`src/rtl/types.sv`:
```
// Shared pipeline types for the MINA2000 EX/MEM and MEM/WB registers.
// Used by the memory stage and the stages around it.
package types;

    typedef logic [31:0] u32_t;
    typedef logic [4:0]  reg_addr_t;

    typedef enum logic [1:0] {
        MEM_OP_NONE  = 2'd0,
        MEM_OP_LOAD  = 2'd1,
        MEM_OP_STORE = 2'd2
    } mem_op_e;

    typedef struct packed {
        reg_addr_t rd_addr;
        u32_t      rd_data;
        mem_op_e   mem_op;
        u32_t      mem_data;
    } mem_params_t;

    typedef struct packed {
        reg_addr_t rd_addr;
        u32_t      rd_data;
        logic      we;
    } wb_params_t;

    typedef enum logic {
        MEM_ST_IDLE,
        MEM_ST_BUS
    } mem_state_e;

    function automatic u32_t word_addr(input u32_t a);
        return {a[31:2], 2'b00};
    endfunction

endpackage

```
`src/rtl/mem_stage.sv`:
```
// MEM stage: word loads/stores over a single-outstanding req/ack bus, owns MEM/WB.
// Latency: 1 cycle for non-memory ops, 2..BUS_TIMEOUT+1 cycles for loads/stores.
// Backpressure: combinational stall freezes the front end while an access is open.
module mem_stage
    import types::*;
#(
    parameter int BUS_TIMEOUT = 255
) (
    input  logic        clk,
    input  logic        rst_n,
    input  mem_params_t mem_params,
    input  logic        mem_valid,
    output logic        stall,
    output logic        bus_req,
    output logic        bus_we,
    output logic [31:0] bus_addr,
    output logic [31:0] bus_wdata,
    input  logic [31:0] bus_rdata,
    input  logic        bus_ack,
    output logic        bus_err,
    output wb_params_t  wb_params,
    output logic        wb_valid
);

    localparam int             CW       = $clog2(BUS_TIMEOUT + 1);
    localparam logic [CW-1:0]  CNT_LAST = CW'(BUS_TIMEOUT - 1);

    mem_state_e    state_q, state_d;
    logic [CW-1:0] cnt_q, cnt_d;
    logic          bus_req_q, bus_req_d;
    logic          bus_we_q, bus_we_d;
    logic [31:0]   bus_addr_q, bus_addr_d;
    logic [31:0]   bus_wdata_q, bus_wdata_d;
    logic          bus_err_q, bus_err_d;
    wb_params_t    wb_q, wb_d;
    logic          wb_valid_q, wb_valid_d;
    logic          stall_c;
    logic          mem_pending;
    logic          last_cycle;

    assign mem_pending = mem_valid && (mem_params.mem_op != MEM_OP_NONE);
    assign last_cycle  = bus_ack || (cnt_q == CNT_LAST);

    always_comb begin
        state_d          = state_q;
        cnt_d            = cnt_q;
        bus_req_d        = bus_req_q;
        bus_we_d         = bus_we_q;
        bus_addr_d       = bus_addr_q;
        bus_wdata_d      = bus_wdata_q;
        bus_err_d        = 1'b0;
        stall_c          = 1'b0;
        wb_valid_d       = mem_valid;
        wb_d.rd_addr     = mem_params.rd_addr;
        wb_d.rd_data     = mem_params.rd_data;
        wb_d.we          = mem_valid;

        if (state_q == MEM_ST_IDLE) begin
            if (mem_pending) begin
                stall_c     = 1'b1;
                state_d     = MEM_ST_BUS;
                cnt_d       = '0;
                bus_req_d   = 1'b1;
                bus_we_d    = (mem_params.mem_op == MEM_OP_STORE);
                bus_addr_d  = word_addr(mem_params.rd_data);
                bus_wdata_d = (mem_params.mem_op == MEM_OP_STORE) ? mem_params.mem_data : '0;
            end
        end else begin
            if (last_cycle) begin
                // An ack on the timeout cycle still counts as a successful access.
                state_d   = MEM_ST_IDLE;
                bus_req_d = 1'b0;
                bus_err_d = !bus_ack;
                wb_d.we   = !bus_we_q;
                if (!bus_we_q) begin
                    wb_d.rd_data = bus_ack ? bus_rdata : '0;
                end
            end else begin
                stall_c = 1'b1;
                cnt_d   = cnt_q + 1'b1;
            end
        end

        if (stall_c) begin
            wb_valid_d = 1'b0;
            wb_d       = '0;
        end
    end

    always_ff @(posedge clk or negedge rst_n) begin
        if (!rst_n) begin
            state_q     <= MEM_ST_IDLE;
            cnt_q       <= '0;
            bus_req_q   <= 1'b0;
            bus_we_q    <= 1'b0;
            bus_addr_q  <= '0;
            bus_wdata_q <= '0;
            bus_err_q   <= 1'b0;
            wb_q        <= '0;
            wb_valid_q  <= 1'b0;
        end else begin
            state_q     <= state_d;
            cnt_q       <= cnt_d;
            bus_req_q   <= bus_req_d;
            bus_we_q    <= bus_we_d;
            bus_addr_q  <= bus_addr_d;
            bus_wdata_q <= bus_wdata_d;
            bus_err_q   <= bus_err_d;
            wb_q        <= wb_d;
            wb_valid_q  <= wb_valid_d;
        end
    end

    assign stall     = stall_c;
    assign bus_req   = bus_req_q;
    assign bus_we    = bus_we_q;
    assign bus_addr  = bus_addr_q;
    assign bus_wdata = bus_wdata_q;
    assign bus_err   = bus_err_q;
    assign wb_params = wb_q;
    assign wb_valid  = wb_valid_q;

endmodule

```
`config.mk`:
```
export PLATFORM = sky130hd
export DESIGN_NAME = mem_stage
export DESIGN_NICKNAME = d
export VERILOG_FILES = /design/src/rtl/types.sv /design/src/rtl/mem_stage.sv
export SDC_FILE = /design/constraint.sdc
export NUM_CORES = 1
export LEC_CHECK = 0
export ABC_AREA = 1
export BUFFER_PORTS_ARGS = -buffer_cell sky130_fd_sc_hd__buf_2
export CORE_AREA = 2 2 104 106
export CTS_BUF_LIST = sky130_fd_sc_hd__clkbuf_8
export DETAILED_ROUTE_END_ITERATION = 12
export DIE_AREA = 0 0 106 108
export MAX_ROUTING_LAYER = met4
export PLACE_DENSITY = 0.73
export REMOVE_ABC_BUFFERS = 1
export SYNTH_ARGS = -nofsm -noshare
export SYNTH_HDL_FRONTEND = slang
export SYNTH_SLANG_ARGS = --single-unit
```
`constraint.sdc`:
```
create_clock -name clk -period 3.8 [get_ports clk]
set_input_delay 0.76 -clock clk [delete_from_list [all_inputs] [get_ports clk]]
set_output_delay 0.76 -clock clk [all_outputs]
set_load 0.02 [all_outputs]
```
## Word level (Yosys, flattened, before mapping)

Index checks and enable logic that the tools add are counted.

- Logic and storage cells: 44
- Input port bits: 107
- Bits in registers: 113
- Output and inout port bits: 107

- Multiplexer cells: 18
- Equality and inequality tests: 4
- Bitwise gates (word level): 1
- Reductions and logical operators: 9
- Add/sub/neg operators: 1

Operators with widths:

| operator | number |
|---|---|
| $mux 32 | 3 |
| $mux 33 | 2 |
| $mux 38 | 1 |
| $mux 8 | 3 |
| $mux 1 | 9 |
| $add 8x1->8 const B | 1 |
| $eq 8x8->1 const B | 1 |
| $reduce_and 2->1 | 3 |
| $reduce_bool 2->1 | 2 |
| $eq 2x2->1 const B | 1 |
| $logic_not 1->1 | 2 |
| $ne 2x1->1 const B | 1 |
| $ne 2x2->1 const B | 1 |
| $logic_and 1x1->1 | 1 |
| $logic_or 1x1->1 | 1 |
| $not 1->1 | 1 |

## Logic depth before layout (Yosys ltp)

Gate-level depths: netlist of the first run.

- Depth in word-level cells: 5
- Depth in mapped cells: 10
- Gate-level depth less buffers: 10

## Worst setup path after synthesis of the first run

OpenSTA, ideal clock, no wires.

- Kind: in2out
- From: in mem_params[32] (netlist bit)
- To: out stall
- Path buffers: 1
- Stages on the path: 5
- Slack: 1.669 ns
- Data arrival time: 1.371 ns
- Required time: 3.040 ns
- Path through: inv_1 nand2_1 nand3_2 nand2_2 buf_2

- Word-level cells in the longest chain between the ends: 4

RTL lines:

| item | RTL line | RTL |
|---|---|---|
| start, declared | mem_stage.sv:11 | `input mem_params_t mem_params,` |
| $reduce_bool 2->1 | mem_stage.sv:41 | `assign mem_pending = mem_valid && (mem_params.mem_op != MEM_OP_NONE);` |
| $logic_and 1x1->1 | mem_stage.sv:41 |  |
| $mux 1 | mem_stage.sv:59 | `if (mem_pending) begin` |
| $mux 1 | mem_stage.sv:58 | `if (state_q == MEM_ST_IDLE) begin` |
| end, declared | mem_stage.sv:13 | `output logic stall,` |

No other way between the ends.

## Final worst setup path of the first run

- From: reg state_q
- To: reg bus_wdata_q[7] (netlist: bus_wdata[7])

- Word-level cells in the longest chain between the ends: 2

RTL lines:

| item | RTL line | RTL |
|---|---|---|
| start, declared | mem_stage.sv:28 | `mem_state_e state_q, state_d;` |
| start signal, assigned | mem_stage.sv:102 | `state_q <= state_d;` |
| $not 1->1 (no line) | n/a |  |
| $reduce_and 2->1 (no line) | n/a |  |
| end signal, assigned | mem_stage.sv:107 | `bus_wdata_q <= bus_wdata_d;` |
| end, declared | mem_stage.sv:33 | `logic [31:0] bus_wdata_q, bus_wdata_d;` |

No other way between the ends.
A chain may end at the register's enable or synchronous reset.

==> run summary, run 1 <==
Sw power = 1.124 mW
Initial core utilization = 0.4467
Top-count cell post-synth = nand2_1
Layout cell share with drive strength beyond 1 = 0.3523
Setup bufs post-CTS = 0
Std-Cell Rows = 37
Final period util = 0.7435
Detail Route Antenna Nets = 0
Seq/Total Area, Yosys = 0.6187
Pin count of the biggest net entering global routing = 51
Port bufs = 211
Fmax achieved = 353.9 MHz
Max-cap check violation count = 0
Layout Cell Area excl Fill = 6095 µm²
CTS Sinks = 113
Unique cell type count in the Yosys netlist = 23
Mean area per synthesized cell = 8.892 µm²
Yosys top cell area share = 0.6187
Post-synth EDFFs = 0
Setup TNS = 0 ns
Switching share of power = 0.3307
Final Hold Fails = 0
H-tree levels = 4
Detail-routed net length per standard cell = 13.85 µm
Worst ir drop on vdd = 0.0002655 V
# DRC = 0
Final Util = 0.5957
Pin slew with the least headroom to its limit = 0.6113 ns
Fin. max-slew vios = 0
# diodes = 0
HP Class = input pin to async pin
CTS root buffer = clkbuf_8
Ports = 214
Syn Std Cell Area = 4571 µm²
Grt ovf = 0
Clock power frac = 0.336
Max Root-Sink Buffers = 2
GRT Overall Usage = 0.2194
Worst EP required = 4.11 ns
Dpl cell area = 5694 µm²
Crit Path Class = flop to flop
Antenna violations before repair = 0
Vias = 4122
Combinational share of power = 0.231
Mapped Cells = 514
Synth Warn # = 0
Int Pwr = 2.274 mW
Fin nets = 835
DR iter-0 viols = 198
R2r startpoint = state_q
Worst Path Arrival = 3.13 ns
CTS clk-pin slew, worst paths = 0.08 ns
Via-to-Cell Ratio = 4.716
Status = complete, no violations
Final wirelength = 12.11 mm
Die Wd = 106 µm
Die height = 108 µm
Detailed Routing Iterations Pass 1 = 5
Layout Skew = 0.01422 ns
Worst Setup SP = state_q
Hold_ws = 0.3463 ns
Worst setup SP type = flop
Synth cell count leaders = nand2_1 (223), dfrtp_1 (113), inv_1 (47), o21ai_0 (34), a21oi_1 (26)
CTS tree = built
Area grow syn2layout = 33.34%
Num CTS Buffers = 17
Cts hold-fix bufs = 0
Die area = 11450 µm²
Post-DP HPWL = 8.649 mm
Top cells by area, synth = dfrtp_1 (62%), nand2_1 (18%), inv_1 (3.9%)
Sequential share of power = 0.433
FF+latch count, synth = 113
RR Endpoint = bus_wdata[7]
Worst setup path endpoint = bus_wdata[7]
Vias in the first global route = 4067
Core area = 10230 µm²
Slew Limit Headroom = 0.5925
Post_cts resized = 0
Worst skew pair latency = 0.42 ns
Flop2flop setup slack = 0.97 ns
Final setup violation count = 0
RSZ-0062 raised after global routing = false
First-pass GRT wire length = 19.06 mm
Worst setup EP type = flop
Top_reg_cell synth = dfrtp_1
Cell taking the most area after synthesis = dfrtp_1
Cell count of the worst reg-to-reg path = 5
PD cells = 557.5 nW/µm²
Crit path max fanout = 33
Total power = 3.398 mW
GP Congestion = 0.8437
Leak = 3.562 nW
FFs w/ async S/R, synth = 1.000
Tmin final = 2.825 ns
==> layout by cell type, fill, tap and decap left out, types with 6 or more instances in the layout <==
| cell type | n |
|---|---|
| inv_1 | 48 |
| o21ai_0 | 34 |
| dfrtp_1 | 113 |
| a21oi_1 | 26 |
| buf_2 | 210 |
| nor2_1 | 16 |
| a21oi_2 | 6 |
| clkbuf_8 | 17 |
| nand2_1 | 223 |
| nand3_1 | 7 |
| buf_4 | 7 |
==> layout make-up <==
class / count / area (µm²)
fill: 919 / 4136
sequential: 113 / 2828
multi-input combinational: 327 / 1405
timing repair buffer: 217 / 1104
clock buffer: 17 / 234.0
inverter: 50 / 187.7
tap: 136 / 170.2
clock inverter: 14 / 166.4
==> registers in the layout (all words and copies together), names as in the netlist <==
register / flops
wb_valid: 1
bus_err: 1
state_q: 1
bus_req: 1
wb_params: 38
bus_we: 1
bus_wdata: 32
bus_addr: 30
cnt_q: 8
==> critical path: stages, from the launching register on <==
cell	delay, ns
dfrtp_1	0.47
inv_2	0.19
nand3_2	0.47
inv_2	0.65
nand3_2	0.57
o21ai_0	0.37
==> through the flow <==
step | setup slack [ns] | instances
2_1_floorplan | 0.5967 | 490
3_3_place_gp | 0.8187 | 843
3_5_place_dp | 0.6590 | 843
4_1_cts | 0.9511 | 874
5_1_grt | 0.6111 | 874
6_report | 0.9747 | 874
==> power groups by stage <==
stage          logic [mW]  registers [mW]  clock network, mW
5_1_grt             0.862            1.49               1.23
4_1_cts             0.796            1.47               1.16
3_3_place_gp        0.780            1.48                  0
3_5_place_dp        0.795            1.49                  0
2_1_floorplan       0.225            1.70                  0
6_report            0.786            1.47               1.14
==> worst min path at each step <==
stage	from	end	slack, ns	depth (start not counted)
2_1_floorplan	rst_n	bus_addr[10]	0.46	0
3_3_place_gp	bus_req	bus_req	0.46	2
3_5_place_dp	bus_addr[18]	bus_addr[18]	0.46	2
4_1_cts	rst_n	wb_params[17]	0.37	1
5_1_grt	rst_n	wb_params[17]	0.38	1
6_report	rst_n	wb_params[17]	0.35	1
==> kinds of logic (layout without fill, tap and decap cells) <==
family	count (synthesis)	after routing	share of synthesized area
simple gates	253	253	0.2171
flops	113	113	0.6187
buf+inv	75	298	0.07473
compound gates	68	68	0.07939
fa+ha+maj	2	2	0.005474
xor+xnor	2	2	0.003833
other cells	1	2	0.0008205
==> routing by layer <==
| metal | vias to the layer above | GRT usage | routed length, µm |
|---|---|---|---|
| met5 | - | - | 0 |
| met4 | 0 | 0.07707 | 193 |
| met3 | 18 | 0.05546 | 787 |
| met2 | 171 | 0.3774 | 6242 |
| met1 | 1941 | 0.2515 | 4881 |
| li1 | 1992 | - | - |
No activity file was read; power rests on OpenSTA's default activity.
==> inputs of run 2 (changes only) <==
- clock period: 3.8 -> 3 ns (I/O delays scaled with it)
==> run summary, run 2 (synthesis gave the netlist of run 1 again) <==
Dpl cell area = 5714 µm² (was 5694 µm²)
Most common cell after layout, fill and taps aside = nand2_1 (unchanged)
Worst EP required = 2.40 ns (was 4.11 ns)
Detail Route Antenna Nets = 0 (unchanged)
Std-Cell Rows = 37 (unchanged)
Hold_ws = 0.2113 ns (was 0.3463 ns)
Metal-1 WL = 4.924 mm (was 4.881 mm)
Die height = 108 µm (unchanged)
Max-cap check violation count = 0 (unchanged)
CTS root buffer = clkbuf_8 (unchanged)
# DRC = 0 (unchanged)
Most frequent cells in the layout = nand2_1 (223), buf_2 (210), dfrtp_1 (113) (unchanged)
GP Congestion = 0.8581 (was 0.8437)
First-pass GRT wire length = 18.83 mm (was 19.06 mm)
Port bufs = 211 (unchanged)
Crit Path Class = flop to output pin (was flop to flop)
Setup TNS = 0 ns (unchanged)
RSZ-0062 raised after global routing = false (unchanged)
CTS clk-pin slew, worst paths = 0.07 ns (was 0.08 ns)
Vias = 4057 (was 4122)
Detail-routed net length per standard cell = 13.48 µm (was 13.85 µm)
Layout Cell Area excl Fill = 6143 µm² (was 6095 µm²)
Worst Path Arrival = 1.59 ns (was 3.13 ns)
Ports = 214 (unchanged)
Final Util = 0.6005 (was 0.5957)
Fin nets = 836 (was 835)
Stages on worst setup path = 8 (was 5)
CP peak stage delay = 0.39 ns (was 0.65 ns)
Post_cts resized = 0 (unchanged)
CP max-delay cell = dfrtp_1 (was inv_2)
CP Cell Sequence = inv_1, ha_1, nand2_1, nor2_1, nand2_1, nand2_1, nand2_2, buf_2 (was inv_2, nand3_2, inv_2, nand3_2, o21ai_0)
Crit path max fanout = 3 (was 33)
Fmax achieved = 457.5 MHz
Top Family by Delay on Critical Path = flip-flops (was simple AND/OR/NAND/NOR gates)
Post-DP HPWL = 8.442 mm (was 8.649 mm)
Final Hold Fails = 0 (unchanged)
Initial core utilization = 0.4467 (unchanged)
Grt ovf = 0 (unchanged)
Cell count of the worst reg-to-reg path = 6 (was 5)
Total power = 4.374 mW (was 3.398 mW)
Slew Limit Headroom = 0.5748 (was 0.5925)
Via-to-Cell Ratio = 4.631 (was 4.716)
CTS Sinks = 113 (unchanged)
GRT Overall Usage = 0.2152 (was 0.2194)
Die Wd = 106 µm (unchanged)
Most common cell on crit path = nand2_1
Worst setup SP type = flop (unchanged)
Layout Skew = 0.01216 ns (was 0.01422 ns)
Cts hold-fix bufs = 0 (unchanged)
Area grow syn2layout = 34.41% (was 33.34%)
Worst skew pair latency = 0.41 ns (was 0.42 ns)
PD cells = 712.0 nW/µm² (was 557.5 nW/µm²)
Leak = 3.586 nW (was 3.562 nW)
Met3 wire length = 703 µm (was 787 µm)
Met2 WL post-DR = 5.997 mm (was 6.242 mm)
WP buf/inv = 2 (unchanged)
Detailed Routing Iterations Pass 1 = 4 (was 5)
DR iter-0 viols = 245 (was 198)
HP Class = input pin to async pin (unchanged)
Antenna violations before repair = 0 (unchanged)
Setup bufs post-CTS = 0 (unchanged)
Max Root-Sink Buffers = 2 (unchanged)
Pin slew with the least headroom to its limit = 0.6378 ns (was 0.6113 ns)
Final period util = 0.7286
# diodes = 0 (unchanged)
Fin. max-slew vios = 0 (unchanged)
Top layer reached by signal wires = met4 (unchanged)
Final wirelength = 11.81 mm (was 12.11 mm)
Worst setup EP type = output pin (was flop)
Layout cell share with drive strength beyond 1 = 0.3527 (was 0.3523)
CTS tree = built (unchanged)
Pin count of the biggest net entering global routing = 65 (was 51)
Final setup violation count = 0 (unchanged)
H-tree levels = 4 (unchanged)
Tmin final = 2.186 ns
Die area = 11450 µm² (unchanged)
Num CTS Buffers = 17 (unchanged)
Core area = 10230 µm² (unchanged)
Worst ir drop on vdd = 0.0003095 V (was 0.0002655 V)
Vias in the first global route = 4000 (was 4067)
Largest register FFs = 38 (unchanged)
Status = complete, no violations (unchanged)
## run 2: final cells by class
| class | instances | area (µm²) |
|---|---|---|
| Fill cell | 936 | 4088 |
| Sequential cell | 113 | 2828 |
| Multi-Input combinational cell | 327 | 1405 |
| Timing Repair Buffer | 218 | 1124 |
| Clock buffer | 17 | 234.0 |
| Clock inverter | 15 | 195.2 |
| Inverter | 50 | 187.7 |
| Tap cell | 136 | 170.2 |
## run 2: where the power goes
group	total (mW)	switching (mW)	internal, mW	leakage, nW
logic	0.998	0.676	0.322	1.91
registers	1.86	0.110	1.75	1.46
clock network	1.52	0.620	0.900	0.214
## run 2: worst register-to-register path, stage by stage, from the launching register on
cell,delay [ns]
dfrtp_1,0.46
inv_2,0.19
nand3_2,0.13
buf_4,0.27
inv_2,0.10
nand3_2,0.40
o21ai_0,0.34
## run 2: stage by stage
step / setup WS (ns) / cells
floorplan: 0.1167 / 490
global placement: 0.9693 / 844
detailed placement: 0.8676 / 844
CTS: 0.7634 / 876
global route: 0.6851 / 876
finish: 0.8141 / 876
## run 2: worst paths after layout
check                                end    startpoint  slack (ns)
hold reg to reg             bus_addr[31]  bus_addr[31]        0.48
setup / recovery                   stall      cnt_q[0]        0.81
max in group asynchronous  wb_params[20]         rst_n        2.03
setup reg to reg           bus_wdata[25]       state_q        1.01
min in group clk                 bus_err       bus_ack        0.38
hold / removal             wb_params[34]         rst_n        0.21
## run 2: per-layer routing
| metal | track usage | vias up |
|---|---|---|
| met5 | - | - |
| met4 | 0.08177 | 0 |
| met3 | 0.04943 | 13 |
| met2 | 0.3608 | 169 |
| met1 | 0.2555 | 1883 |
| li1 | - | 1992 |
==> inputs of run 3 (changes only) <==
- CORE_AREA: 2 2 104 106 -> 2 2 107 109
- DIE_AREA: 0 0 106 108 -> 0 0 109 111
- PLACE_DENSITY: 0.73 -> 0.72
- clock period: 3 -> 1.8 ns (I/O delays scaled with it)
==> run summary, run 3 (synthesis gave the netlist of run 1 again) <==
Int Pwr = 5.379 mW (was 2.969 mW)
Die Wd = 109 µm (was 106 µm)
RSZ-0062 raised after global routing = true (was false)
Combinational share of power = 0.241 (was 0.228)
Die area = 12100 µm² (was 11450 µm²)
Detail-routed net length per standard cell = 14.34 µm (was 13.48 µm)
Std-Cell Rows = 39 (was 37)
Top Family by Delay on Critical Path = simple AND/OR/NAND/NOR gates (was flip-flops)
Max-cap check violation count = 0 (unchanged)
Final period util = 1.059
Layout Skew = 0.01011 ns (was 0.01216 ns)
Total power = 7.773 mW (was 4.374 mW)
Pin count of the biggest net entering global routing = 40 (was 65)
Via-to-Cell Ratio = 4.708 (was 4.631)
H-tree levels = 4 (unchanged)
PD cells = 1188 nW/µm² (was 712.0 nW/µm²)
Layout Cells excl Fill = 897 (was 876)
Most common cell on crit path = nand2_2 (was nand2_1)
CTS tree = built (unchanged)
Failing checks = negative setup slack
GRT Overall Usage = 0.2178 (was 0.2152)
Final setup violation count = 1 (was 0)
Crit path max fanout = 4 (was 3)
# DRC = 0 (unchanged)
Die height = 111 µm (was 108 µm)
Fmax achieved = 524.4 MHz
Post-DP HPWL = 8.531 mm (was 8.442 mm)
Placed cell count = 855 (was 844)
CP Cell Sequence = nand2_1, nor2_1, nand2_2, nand2_2, nand2_4, buf_6 (was inv_1, ha_1, nand2_1, nor2_1, nand2_1, nand2_1, nand2_2, buf_2)
Core area = 11080 µm² (was 10230 µm²)
Initial core utilization = 0.4126 (was 0.4467)
Largest register FFs = 38 (unchanged)
Sequential share of power = 0.398 (was 0.424)
Dpl cell area = 5816 µm² (was 5714 µm²)
Vias in the first global route = 4217 (was 4000)
Ports = 214 (unchanged)
Layout cell share with drive strength beyond 1 = 0.3886 (was 0.3527)
Worst ir drop on vdd = 0.0004960 V (was 0.0003095 V)
First-pass GRT wire length = 19.86 mm (was 18.83 mm)
DR iter-0 viols = 300 (was 245)
Fin nets = 851 (was 836)
Layout Cell Area excl Fill = 6543 µm² (was 6143 µm²)
Worst EP required = 1.44 ns (was 2.40 ns)
Clock power frac = 0.361 (was 0.348)
HP Class = input pin to flop (was input pin to async pin)
Port bufs = 211 (unchanged)
CP peak stage delay = 0.41 ns (was 0.39 ns)
Tmin final = 1.907 ns
Met2 WL post-DR = 6.297 mm (was 5.997 mm)
Met3 wire length = 917 µm (was 703 µm)
Final Hold Fails = 0 (unchanged)
Area grow syn2layout = 43.14% (was 34.41%)
Num CTS Buffers = 17 (unchanged)
Grt ovf = 0 (unchanged)
CTS clk-pin slew, worst paths = 0.07 ns (about the same)
Antenna violations before repair = 0 (unchanged)
WP buf/inv = 1 (was 2)
# diodes = 0 (unchanged)
Sw power = 2.394 mW (was 1.406 mW)
Worst skew pair latency = 0.42 ns (was 0.41 ns)
Detail Route Antenna Nets = 0 (unchanged)
Final setup margin = -0.1069 ns (was 0.8141 ns)
CTS Sinks = 113 (unchanged)
Detailed Routing Iterations Pass 1 = 4 (unchanged)
Worst setup SP type = flop (unchanged)
Worst Path Arrival = 1.55 ns (was 1.59 ns)
GP Congestion = 0.8235 (was 0.8581)
Most frequent cells in the layout = nand2_1 (209), buf_2 (209), dfrtp_1 (113) (was nand2_1 (223), buf_2 (210), dfrtp_1 (113))
Status = finished, violations left (was complete, no violations)
Switching share of power = 0.3079 (was 0.3213)
Worst setup EP type = output pin (unchanged)
Final wirelength = 12.86 mm (was 11.81 mm)
CP max-delay cell = dfrtp_1 (unchanged)
CTS root buffer = clkbuf_8 (unchanged)
Fin. max-slew vios = 0 (unchanged)
Leak = 3.744 nW (was 3.586 nW)
Max Root-Sink Buffers = 2 (unchanged)
Final Util = 0.5906 (was 0.6005)
Top layer reached by signal wires = met4 (unchanged)
Metal-1 WL = 5.416 mm (was 4.924 mm)
Crit Path Class = flop to output pin (unchanged)
Vias = 4223 (was 4057)
## run 3: changes by cell type in the layout (fill, tap and decap cells not counted), moves of 2 or more
cell / before / now
a21oi_1: 26 / 23
a21oi_2: 6 / 9
buf_12: 1 / 6
buf_4: 7 / 10
buf_6: 0 / 4
bufinv_16: 4 / 6
clkbuf_16: 0 / 3
clkinv_4: 4 / 0
nand2_1: 223 / 209
nand2_2: 1 / 10
nand2_4: 0 / 4
## run 3: worst min-delay path, delay by kind of cell
kind / cells / cell delay, ns
buffers and inverters: 1 / 0.09
and+or+nand+nor: 2 / 0.09
## run 3: what timing repair did
| item | in CTS | in global routing |
|---|---|---|
| pin swaps | 3 | 5 |
| cloned | 0 | 4 |
| endpoints found under the setup margin | 1 | 63 |
| hold buffers | 1 | 0 |
| resized for setup | 5 | 28 |
| buffers inserted | 6 | 3 |
| endpoints found under the hold margin | 23 | 0 |
## run 3: through the flow
stage	setup TNS [ns]	hold WS (ns)	setup slack (ns)
floorplan	-65.07	0.06441	-0.8314
global placement	0	0.3098	0.2264
CTS	-1.646	0.1237	-0.1668
finish	-0.1069	0.1522	-0.1069
detailed placement	0	0.3125	0.08039
global route	-0.2413	0.1199	-0.2186
## run 3: layer usage
layer | global-route usage | vias up
li1 | - | 2028
met1 | 0.2632 | 2005
met2 | 0.3536 | 167
met3 | 0.05820 | 23
met4 | 0.06923 | 0
met5 | - | -
## run 3: final cells by class
type	instances	area, µm²
Sequential cell	113	2828
Inverter	50	190.2
Clock inverter	13	219.0
Fill cell	978	4534
Clock buffer	18	247.7
Tap cell	143	178.9
Multi-Input combinational cell	327	1508
Timing Repair Buffer	233	1371
## run 3: path summary, 6_finish.rpt
kind | start | end | slack (ns) | cells past startpoint
min in group asynchronous | rst_n | bus_addr[13] | 0.40 | 2
hold / removal | mem_params[48] | bus_addr[14] | 0.15 | 3
max in group asynchronous | rst_n | wb_params[24] | 0.86 | 3
setup reg to reg | cnt_q[3] | wb_params[11] | 0.07 | 10
hold reg to reg | bus_addr[16] | bus_addr[16] | 0.47 | 2
setup / recovery | cnt_q[3] | stall | -0.11 | 6
## run 3: power groups by stage
| stage | Clock [mW] | Sequential [mW] | Combinational [mW] |
|---|---|---|---|
| after global placement | 0 | 3.12 | 1.69 |
| after CTS | 2.86 | 3.09 | 1.77 |
| after detailed placement | 0 | 3.13 | 1.73 |
| final | 2.80 | 3.09 | 1.87 |
| after floorplan | 0 | 3.58 | 0.475 |
| after global routing | 2.99 | 3.14 | 2.05 |
